[src/rtl/flash_burst_reader.sv]
// SPI (mode 3) flash burst reader: issues READ/FAST_READ with a start
// address and streams back req_len words through a valid/ready port.
module flash_burst_reader #(
    parameter int ADDR_W       = 24,
    parameter int WORD_W       = 32,
    parameter int MAX_WORDS    = 16,
    parameter int DUMMY_CYCLES = 8,
    parameter int CLK_DIV      = 1,
    parameter int CSH_CYCLES   = 2,
    parameter int LEN_W        = $clog2(MAX_WORDS + 1)
) (
    input  logic              clk,
    input  logic              rst,
    input  logic              req_start,
    input  logic [ADDR_W-1:0] req_addr,
    input  logic [LEN_W-1:0]  req_len,
    input  logic              req_fast,
    input  logic              abort,
    output logic              busy,
    output logic [WORD_W-1:0] rd_data,
    output logic              rd_valid,
    input  logic              rd_ready,
    output logic              rd_last,
    output logic              rd_done,
    output logic              rd_err,
    output logic              spi_clk,
    output logic              spi_sel,
    output logic              spi0,
    input  logic              spi1
);

    localparam int MAXB0 = (ADDR_W > WORD_W) ? ADDR_W : WORD_W;
    localparam int MAXB1 = (MAXB0 > DUMMY_CYCLES) ? MAXB0 : DUMMY_CYCLES;
    localparam int MAXB  = (MAXB1 > 8) ? MAXB1 : 8;
    localparam int BIT_W = $clog2(MAXB);
    localparam int DIV_W = (CLK_DIV > 1) ? $clog2(CLK_DIV) : 1;
    localparam int CSH_W = (CSH_CYCLES > 1) ? $clog2(CSH_CYCLES) : 1;
    localparam int TX_W  = 8 + ADDR_W;

    typedef enum logic [2:0] {
        IDLE, CMD, ADDR, DUMMY, DATA, HOLD, CSH
    } state_t;

    state_t             state, state_nx;
    logic [DIV_W-1:0]   div_cnt;
    logic [BIT_W-1:0]   bit_cnt;
    logic [LEN_W-1:0]   word_cnt;
    logic [LEN_W-1:0]   len_q;
    logic [CSH_W-1:0]   csh_cnt;
    logic [TX_W-1:0]    tx_sr;
    logic [WORD_W-2:0]  rx_sr;
    logic               fast_q;
    logic               err_q;

    logic active, tick, last_bit, burst_fin, hold_now;
    logic rise_ev, fall_ev, csh_done, len_ok, sel_up;
    int   phase_last;

    assign busy     = (state != IDLE);
    assign tick     = (int'(div_cnt) == CLK_DIV - 1);
    assign csh_done = (int'(csh_cnt) >= CSH_CYCLES - 1);
    assign len_ok   = (req_len != '0) && (int'(req_len) <= MAX_WORDS);

    // State register
    always_ff @(posedge clk) begin
        if (rst) state <= IDLE;
        else     state <= state_nx;
    end

    // SCK event decode and next-state selection
    always_comb begin
        state_nx   = state;
        active     = (state == CMD) || (state == ADDR) || (state == DUMMY) || (state == DATA);
        phase_last = WORD_W - 1;
        case (state)
            CMD:     phase_last = 7;
            ADDR:    phase_last = ADDR_W - 1;
            DUMMY:   phase_last = DUMMY_CYCLES - 1;
            default: phase_last = WORD_W - 1;
        endcase
        last_bit  = (int'(bit_cnt) == phase_last);
        burst_fin = (state == DATA) && (word_cnt == len_q);
        // a new word may only start once the previous one is taken (or being taken now)
        hold_now  = (state == DATA) && (bit_cnt == '0) && (word_cnt != '0) && !burst_fin
                    && rd_valid && !rd_ready;
        rise_ev   = active && tick && !spi_clk;
        fall_ev   = active && tick && spi_clk && !burst_fin && !hold_now;
        sel_up    = (state == DATA) && tick && spi_clk && burst_fin;
        case (state)
            IDLE:    if (req_start && len_ok) state_nx = CMD;
            CMD:     if (rise_ev && last_bit) state_nx = ADDR;
            ADDR:    if (rise_ev && last_bit) state_nx = fast_q ? DUMMY : DATA;
            DUMMY:   if (rise_ev && last_bit) state_nx = DATA;
            DATA: begin
                if (sel_up)                         state_nx = CSH;
                else if (tick && spi_clk && hold_now) state_nx = HOLD;
            end
            HOLD:    if (rd_ready) state_nx = DATA;
            CSH:     if (csh_done && (!rd_valid || rd_ready)) state_nx = IDLE;
            default: state_nx = IDLE;
        endcase
        if (state != IDLE && abort) state_nx = CSH;
    end

    // Datapath: SCK divider, shifters, counters, output word buffer
    always_ff @(posedge clk) begin
        if (rst) begin
            div_cnt  <= '0;
            bit_cnt  <= '0;
            word_cnt <= '0;
            len_q    <= '0;
            csh_cnt  <= '0;
            tx_sr    <= '0;
            rx_sr    <= '0;
            fast_q   <= 1'b0;
            err_q    <= 1'b0;
            spi_clk  <= 1'b1;
            spi_sel  <= 1'b1;
            spi0     <= 1'b0;
            rd_data  <= '0;
            rd_valid <= 1'b0;
            rd_last  <= 1'b0;
            rd_done  <= 1'b0;
            rd_err   <= 1'b0;
        end else begin
            rd_done <= 1'b0;
            rd_err  <= 1'b0;
            if (state == IDLE) begin
                div_cnt  <= '0;
                bit_cnt  <= '0;
                word_cnt <= '0;
                csh_cnt  <= '0;
                if (req_start) begin
                    if (len_ok) begin
                        spi_sel <= 1'b0;
                        tx_sr   <= {(req_fast ? 8'h0B : 8'h03), req_addr};
                        len_q   <= req_len;
                        fast_q  <= req_fast;
                        err_q   <= 1'b0;
                    end else begin
                        rd_done <= 1'b1;
                        rd_err  <= 1'b1;
                    end
                end
            end else if (abort) begin
                spi_clk  <= 1'b1;
                spi_sel  <= 1'b1;
                rd_valid <= 1'b0;
                rd_last  <= 1'b0;
                err_q    <= 1'b1;
                div_cnt  <= '0;
                if (state != CSH) csh_cnt <= '0;
            end else begin
                if (active) div_cnt <= tick ? '0 : div_cnt + 1'b1;
                else        div_cnt <= '0;

                if (fall_ev) begin
                    spi_clk <= 1'b0;
                    if (state == CMD || state == ADDR) begin
                        spi0  <= tx_sr[TX_W-1];
                        tx_sr <= tx_sr << 1;
                    end else begin
                        spi0 <= 1'b0;
                    end
                end

                if (rise_ev) begin
                    spi_clk <= 1'b1;
                    bit_cnt <= last_bit ? '0 : bit_cnt + 1'b1;
                    if (state == DATA) begin
                        rx_sr <= (WORD_W-1)'({rx_sr, spi1});
                        if (last_bit) word_cnt <= word_cnt + 1'b1;
                    end
                end

                if (sel_up) begin
                    spi_sel <= 1'b1;
                    csh_cnt <= '0;
                end

                if (state == CSH) begin
                    if (csh_done && (!rd_valid || rd_ready)) begin
                        rd_done <= 1'b1;
                        rd_err  <= err_q;
                        spi0    <= 1'b0;
                    end else if (!csh_done) begin
                        csh_cnt <= csh_cnt + 1'b1;
                    end
                end

                // completed word wins over a same-cycle handshake: no bubble
                if (rise_ev && state == DATA && last_bit) begin
                    rd_data  <= {rx_sr, spi1};
                    rd_valid <= 1'b1;
                    rd_last  <= (word_cnt + 1'b1 == len_q);
                end else if (rd_valid && rd_ready) begin
                    rd_valid <= 1'b0;
                    rd_last  <= 1'b0;
                end
            end
        end
    end

endmodule

[config.mk]
export PLATFORM = sky130hd
export DESIGN_NAME = flash_burst_reader
export DESIGN_NICKNAME = d
export VERILOG_FILES = /design/src/rtl/flash_burst_reader.sv
export SDC_FILE = /design/constraint.sdc
export NUM_CORES = 1
export LEC_CHECK = 0
export ABC_AREA = 1
export CAP_MARGIN = 20
export CORE_ASPECT_RATIO = 1.25
export CORE_MARGIN = 5
export CORE_UTILIZATION = 40
export DETAILED_ROUTE_END_ITERATION = 8
export MAX_ROUTING_LAYER = met4
export RECOVER_POWER = 50
export SETUP_SLACK_MARGIN = 0.2
export SLEW_MARGIN = 10
export SYNTH_ARGS = -nofsm -noshare
export SYNTH_HDL_FRONTEND = slang
export SYNTH_SLANG_ARGS = --single-unit
[constraint.sdc]
create_clock -name clk -period 2.3 [get_ports clk]
set_input_delay 0.345 -clock clk [delete_from_list [all_inputs] [get_ports clk]]
set_output_delay 0.345 -clock clk [all_outputs]
set_load 0.1 [all_outputs]
==> qor.tcl <==
set qor(crit_path_cell_trace) {inv_1 -> nand2_1 -> o21ai_0 -> nand3_1 -> o21ai_2 -> nand2_2 -> buf_12 -> nand2_1 -> a21oi_1}
set qor(port_buffers) 75
set qor(synth_area_per_cell_um2) 7.37
set qor(maxCapViolations) 0
set qor(power.static_leakage_nw) 2.61
set qor(clkSinkCount) 124
set qor(p_int_mw) 4.59
set qor(post_synth_most_frequent_cells) {169 x sky130_fd_sc_hd__nand2_1, 124 x sky130_fd_sc_hd__dfxtp_1, 70 x sky130_fd_sc_hd__a21oi_1, 61 x sky130_fd_sc_hd__o21ai_0, 58 x sky130_fd_sc_hd__nor2_1}
set qor(netSwitchingPower_mw) 2.34
set qor(critical_setup_path_class) {flip-flop to flip-flop}
set qor(vias_per_cell) 5.07
set qor(multi_input_area_um2) 2400
set qor(max_slew.worst_pin.slew_ns) 1.20
set qor(drive_gt1_share_pct) 9.55
set qor(power_frac_comb_pct) 26.5
set qor(synth-edff-count) 0
set qor(time_the_final_worst_path_needs_with_i_o_delays_and_setup_ns) 2.05
set qor(syn-instance-count) 720
set qor(final_hold_violation_count) 0
set qor(synth.area.top_cells) {sky130_fd_sc_hd__dfxtp_1 47%, sky130_fd_sc_hd__nand2_1 12%, sky130_fd_sc_hd__a21oi_1 6.6%}
set qor(worst_skew_pair.late_latency_ns) 0.41
set qor(antennaDiodeCount) 0
set qor(total_wirelength_um) 13600
set qor(number_of_cts_inserted_buffers) 17
set qor(critical_path.most_common_cell) {sky130_fd_sc_hd__nand2_1}
set qor(fp.dieArea_um2) 15700
set qor(detail-route-antenna-nets) 0
set qor(start_util_pct) 40.4
set qor(grt_start_max_net_pins) 56
set qor(hp_class) {input port to flip-flop}
set qor(final_min_period_over_clock_period_pct) 89.3
set qor(required_ns) 2.58
set qor(crit_path_max_fanout) 21
set qor(yosys_warnings) 0
set qor(critical-path-top-delay-family) {simple AND/OR/NAND/NOR gates}
set qor(area_growth_pct) 24.7
set qor(postPlaceCellArea_um2) 6140
set qor(cp_slowest_cell) {sky130_fd_sc_hd__dfxtp_1}
set qor(vdd.ir_drop.worst_mv) 0.622
set qor(io_pins) 76
set qor(setup.worst_path.start_class) {flip-flop}
set qor(drt_drc_violations_left) 0
set qor(power_density_nw_per_um2) 1050
set qor(number_of_nets_produced_by_synthesis) 760
set qor(grt_setup_unrepaired) {no}
set qor(route.vias.total) 4950
set qor(slew_headroom_pct) 20.6
set qor(worst_setup_path_end_kind) {flip-flop}
set qor(cts.reportedPaths.clkPinSlew_ns) 0.06
set qor(sum_of_buffers_and_inverters_on_the_critical_path) 2
set qor(globalRouteOverflowTotal) 0
set qor(num-nets-final) 833
set qor(synth_sequential_area_ratio_pct) 46.8
set qor(place.gp.congestion) 0.872
set qor(fin_skew_ns) 0.00958
set qor(first_global_vias) 4908
set qor(cts-root-buf) {sky130_fd_sc_hd__clkbuf_16}
set qor(floorplan.core_area_um2) 13100
set qor(synth_cell_type_count) 37
set qor(h-tree-depth) 4
set qor(setup_total_negative_slack_ns) 0
set qor(yosys_most_used_dff) {sky130_fd_sc_hd__dfxtp_1}
set qor(first_pass_detailed_route_iteration_total) 6
set qor(detailed_place_hpwl_um) 9460
set qor(async_reset_ff_share_pct) 0
set qor(power.clock.fraction_pct) 38.4
set qor(dieHeight_um) 139
set qor(cts.hold.buffers_added) 0
set qor(fill_cells) 1291
set qor(holdWs_ns) 0.274
set qor(cts-root-to-sink-buffers) 2
set qor(finalSetupViolCount) 0
set qor(yosysTopAreaCell) {sky130_fd_sc_hd__dfxtp_1}
set qor(route.detailed.wl_per_inst_um) 13.9
set qor(worst-endpoint-arrival_ns) 2.33
set qor(row_count) 47
set qor(outcome) {complete, no violations}
set qor(cts_tree) {built}
set qor(area.sequential_um2) 2480
set qor(critPathMaxStageDelay_ns) 0.36
set qor(first_pass_grt_wire_length_um) 23100
set qor(synthMostInstantiatedCell) {sky130_fd_sc_hd__nand2_1}
set qor(power.sequential.fraction_pct) 35.1
set qor(switching_share_pct) 33.8
set qor(design_area_um2) 6620
set qor(ff_latch_count_synth) 124
set qor(drt_first_iter_violations) 267
set qor(antenna_found_initial) 0
set qor(area_share_of_the_leading_cell_type_in_the_synthesized_netlist_pct) 46.8
set qor(global_route.usage.total_pct) 18.4
set qor(synthesis.area_um2) 5300
set qor(achievable-frequency_ghz) 0.487
set qor(die_x_um) 113
set qor(report.final.slew_viol_count) 0
[power groups by stage]
stage / sequential (mW) / combinational, mW / clock [mW]
floorplan: 2.59 / 1.22 / 0
detailed placement: 2.48 / 1.85 / 0
CTS: 2.43 / 1.86 / 2.72
global route: 2.46 / 2.03 / 2.83
finish: 2.43 / 1.84 / 2.66
global placement: 2.48 / 1.84 / 0
[flip-flops by register name, summed over array words and instances (netlist names)]
signal    flops
rd_data      32
tx_sr        32
rx_sr        31
bit_cnt       5
len_q         5
word_cnt      5
state         3
csh_cnt       1
div_cnt       1
err_q         1
fast_q        1
rd_done       1
rd_err        1
rd_last       1
rd_valid      1
spi0          1
spi_clk       1
spi_sel       1
[cell type report]
type | instances | area share (%)
clock inverters | 9 | 1.66
well taps | 171 | 3.23
repair buffers | 95 | 10.6
clock buffers | 23 | 7.38
flip-flops and latches | 124 | 37.5
multi-input cells | 495 | 36.2
inverters | 60 | 3.40
[worst register-to-register path, stage by stage, from the launching register on]
cell and delay [ns]:
sky130_fd_sc_hd__dfxtp_1 0.36, sky130_fd_sc_hd__inv_1 0.22, sky130_fd_sc_hd__nand2_1 0.17, sky130_fd_sc_hd__o21ai_0 0.34, sky130_fd_sc_hd__nand3_1 0.14, sky130_fd_sc_hd__o21ai_2 0.11
sky130_fd_sc_hd__nand2_2 0.21, sky130_fd_sc_hd__buf_12 0.23, sky130_fd_sc_hd__nand2_1 0.07, sky130_fd_sc_hd__a21oi_1 0.06
[cell usage in the layout (no fill, tap or decap), drive strengths merged, types with 2 or more instances in the layout]
master / Yosys / layout
nand4: 9 / 9
nor3b: 3 / 3
ha: 4 / 4
clkinv: 3 / 6
dfxtp: 124 / 124
clkbuf: 21 / 65
xor2: 3 / 3
clkdlybuf4s50: 0 / 34
a211oi: 17 / 17
bufinv: 0 / 2
nand3: 44 / 44
or2: 2 / 2
nor2: 61 / 61
buf: 20 / 19
inv: 57 / 58
a31oi: 14 / 14
a21oi: 72 / 72
nor3: 20 / 20
o21ai: 69 / 69
nand2: 170 / 170
clkinvlp: 0 / 3
xnor2: 3 / 3
[stage by stage]
step | cells | setup WS [ns] | total power [mW] | util, %
finish | 977 | 0.247 | 6.93 | 50.5
global route | 977 | 0.128 | 7.32 | 50.5
CTS | 976 | 0.270 | 7.01 | 51.4
detailed placement | 944 | 0.206 | 4.33 | 46.8
global placement | 944 | 0.231 | 4.31 | 46.8
floorplan | 720 | 0.203 | 3.81 | -
[path summary, 6_finish.rpt]
kind                             startpoint  slack [ns]  depth (start not counted)          end
worst max-delay path               state[2]        0.25                          9    tx_sr[24]
worst min-delay path                    rst        0.27                          2     state[1]
worst max register to register     state[2]        0.25                          9    tx_sr[24]
worst min register to register  rd_data[29]        0.45                          2  rd_data[29]
[kinds of logic (layout without fill, tap and decap cells)]
kind of cell / after synthesis / count (layout) / share of synthesized area [%]
flops: 124 / 124 / 46.8
other cells: 1 / 1 / 0.0707
xor+xnor: 6 / 6 / 0.991
compound gates: 173 / 173 / 17.9
fa+ha+maj: 4 / 4 / 0.944
simple gates: 311 / 311 / 25.2
buf+inv: 101 / 187 / 8.04
[per-layer routing]
layer  vias up  wire length [µm]  GRT usage (%)
met3        15               652           4.67
li1       2536                 -              -
met1      2276              6060           22.7
met5         -                 0              -
met2       123              6740           29.5
met4         0               149           5.89
[what timing repair did]
item / in CTS / in global routing
endpoints found under the setup margin: 0 / 17
buffers inserted: 0 / 1
gates resized for setup: 0 / 5
Power figures use the tool's default switching activity.
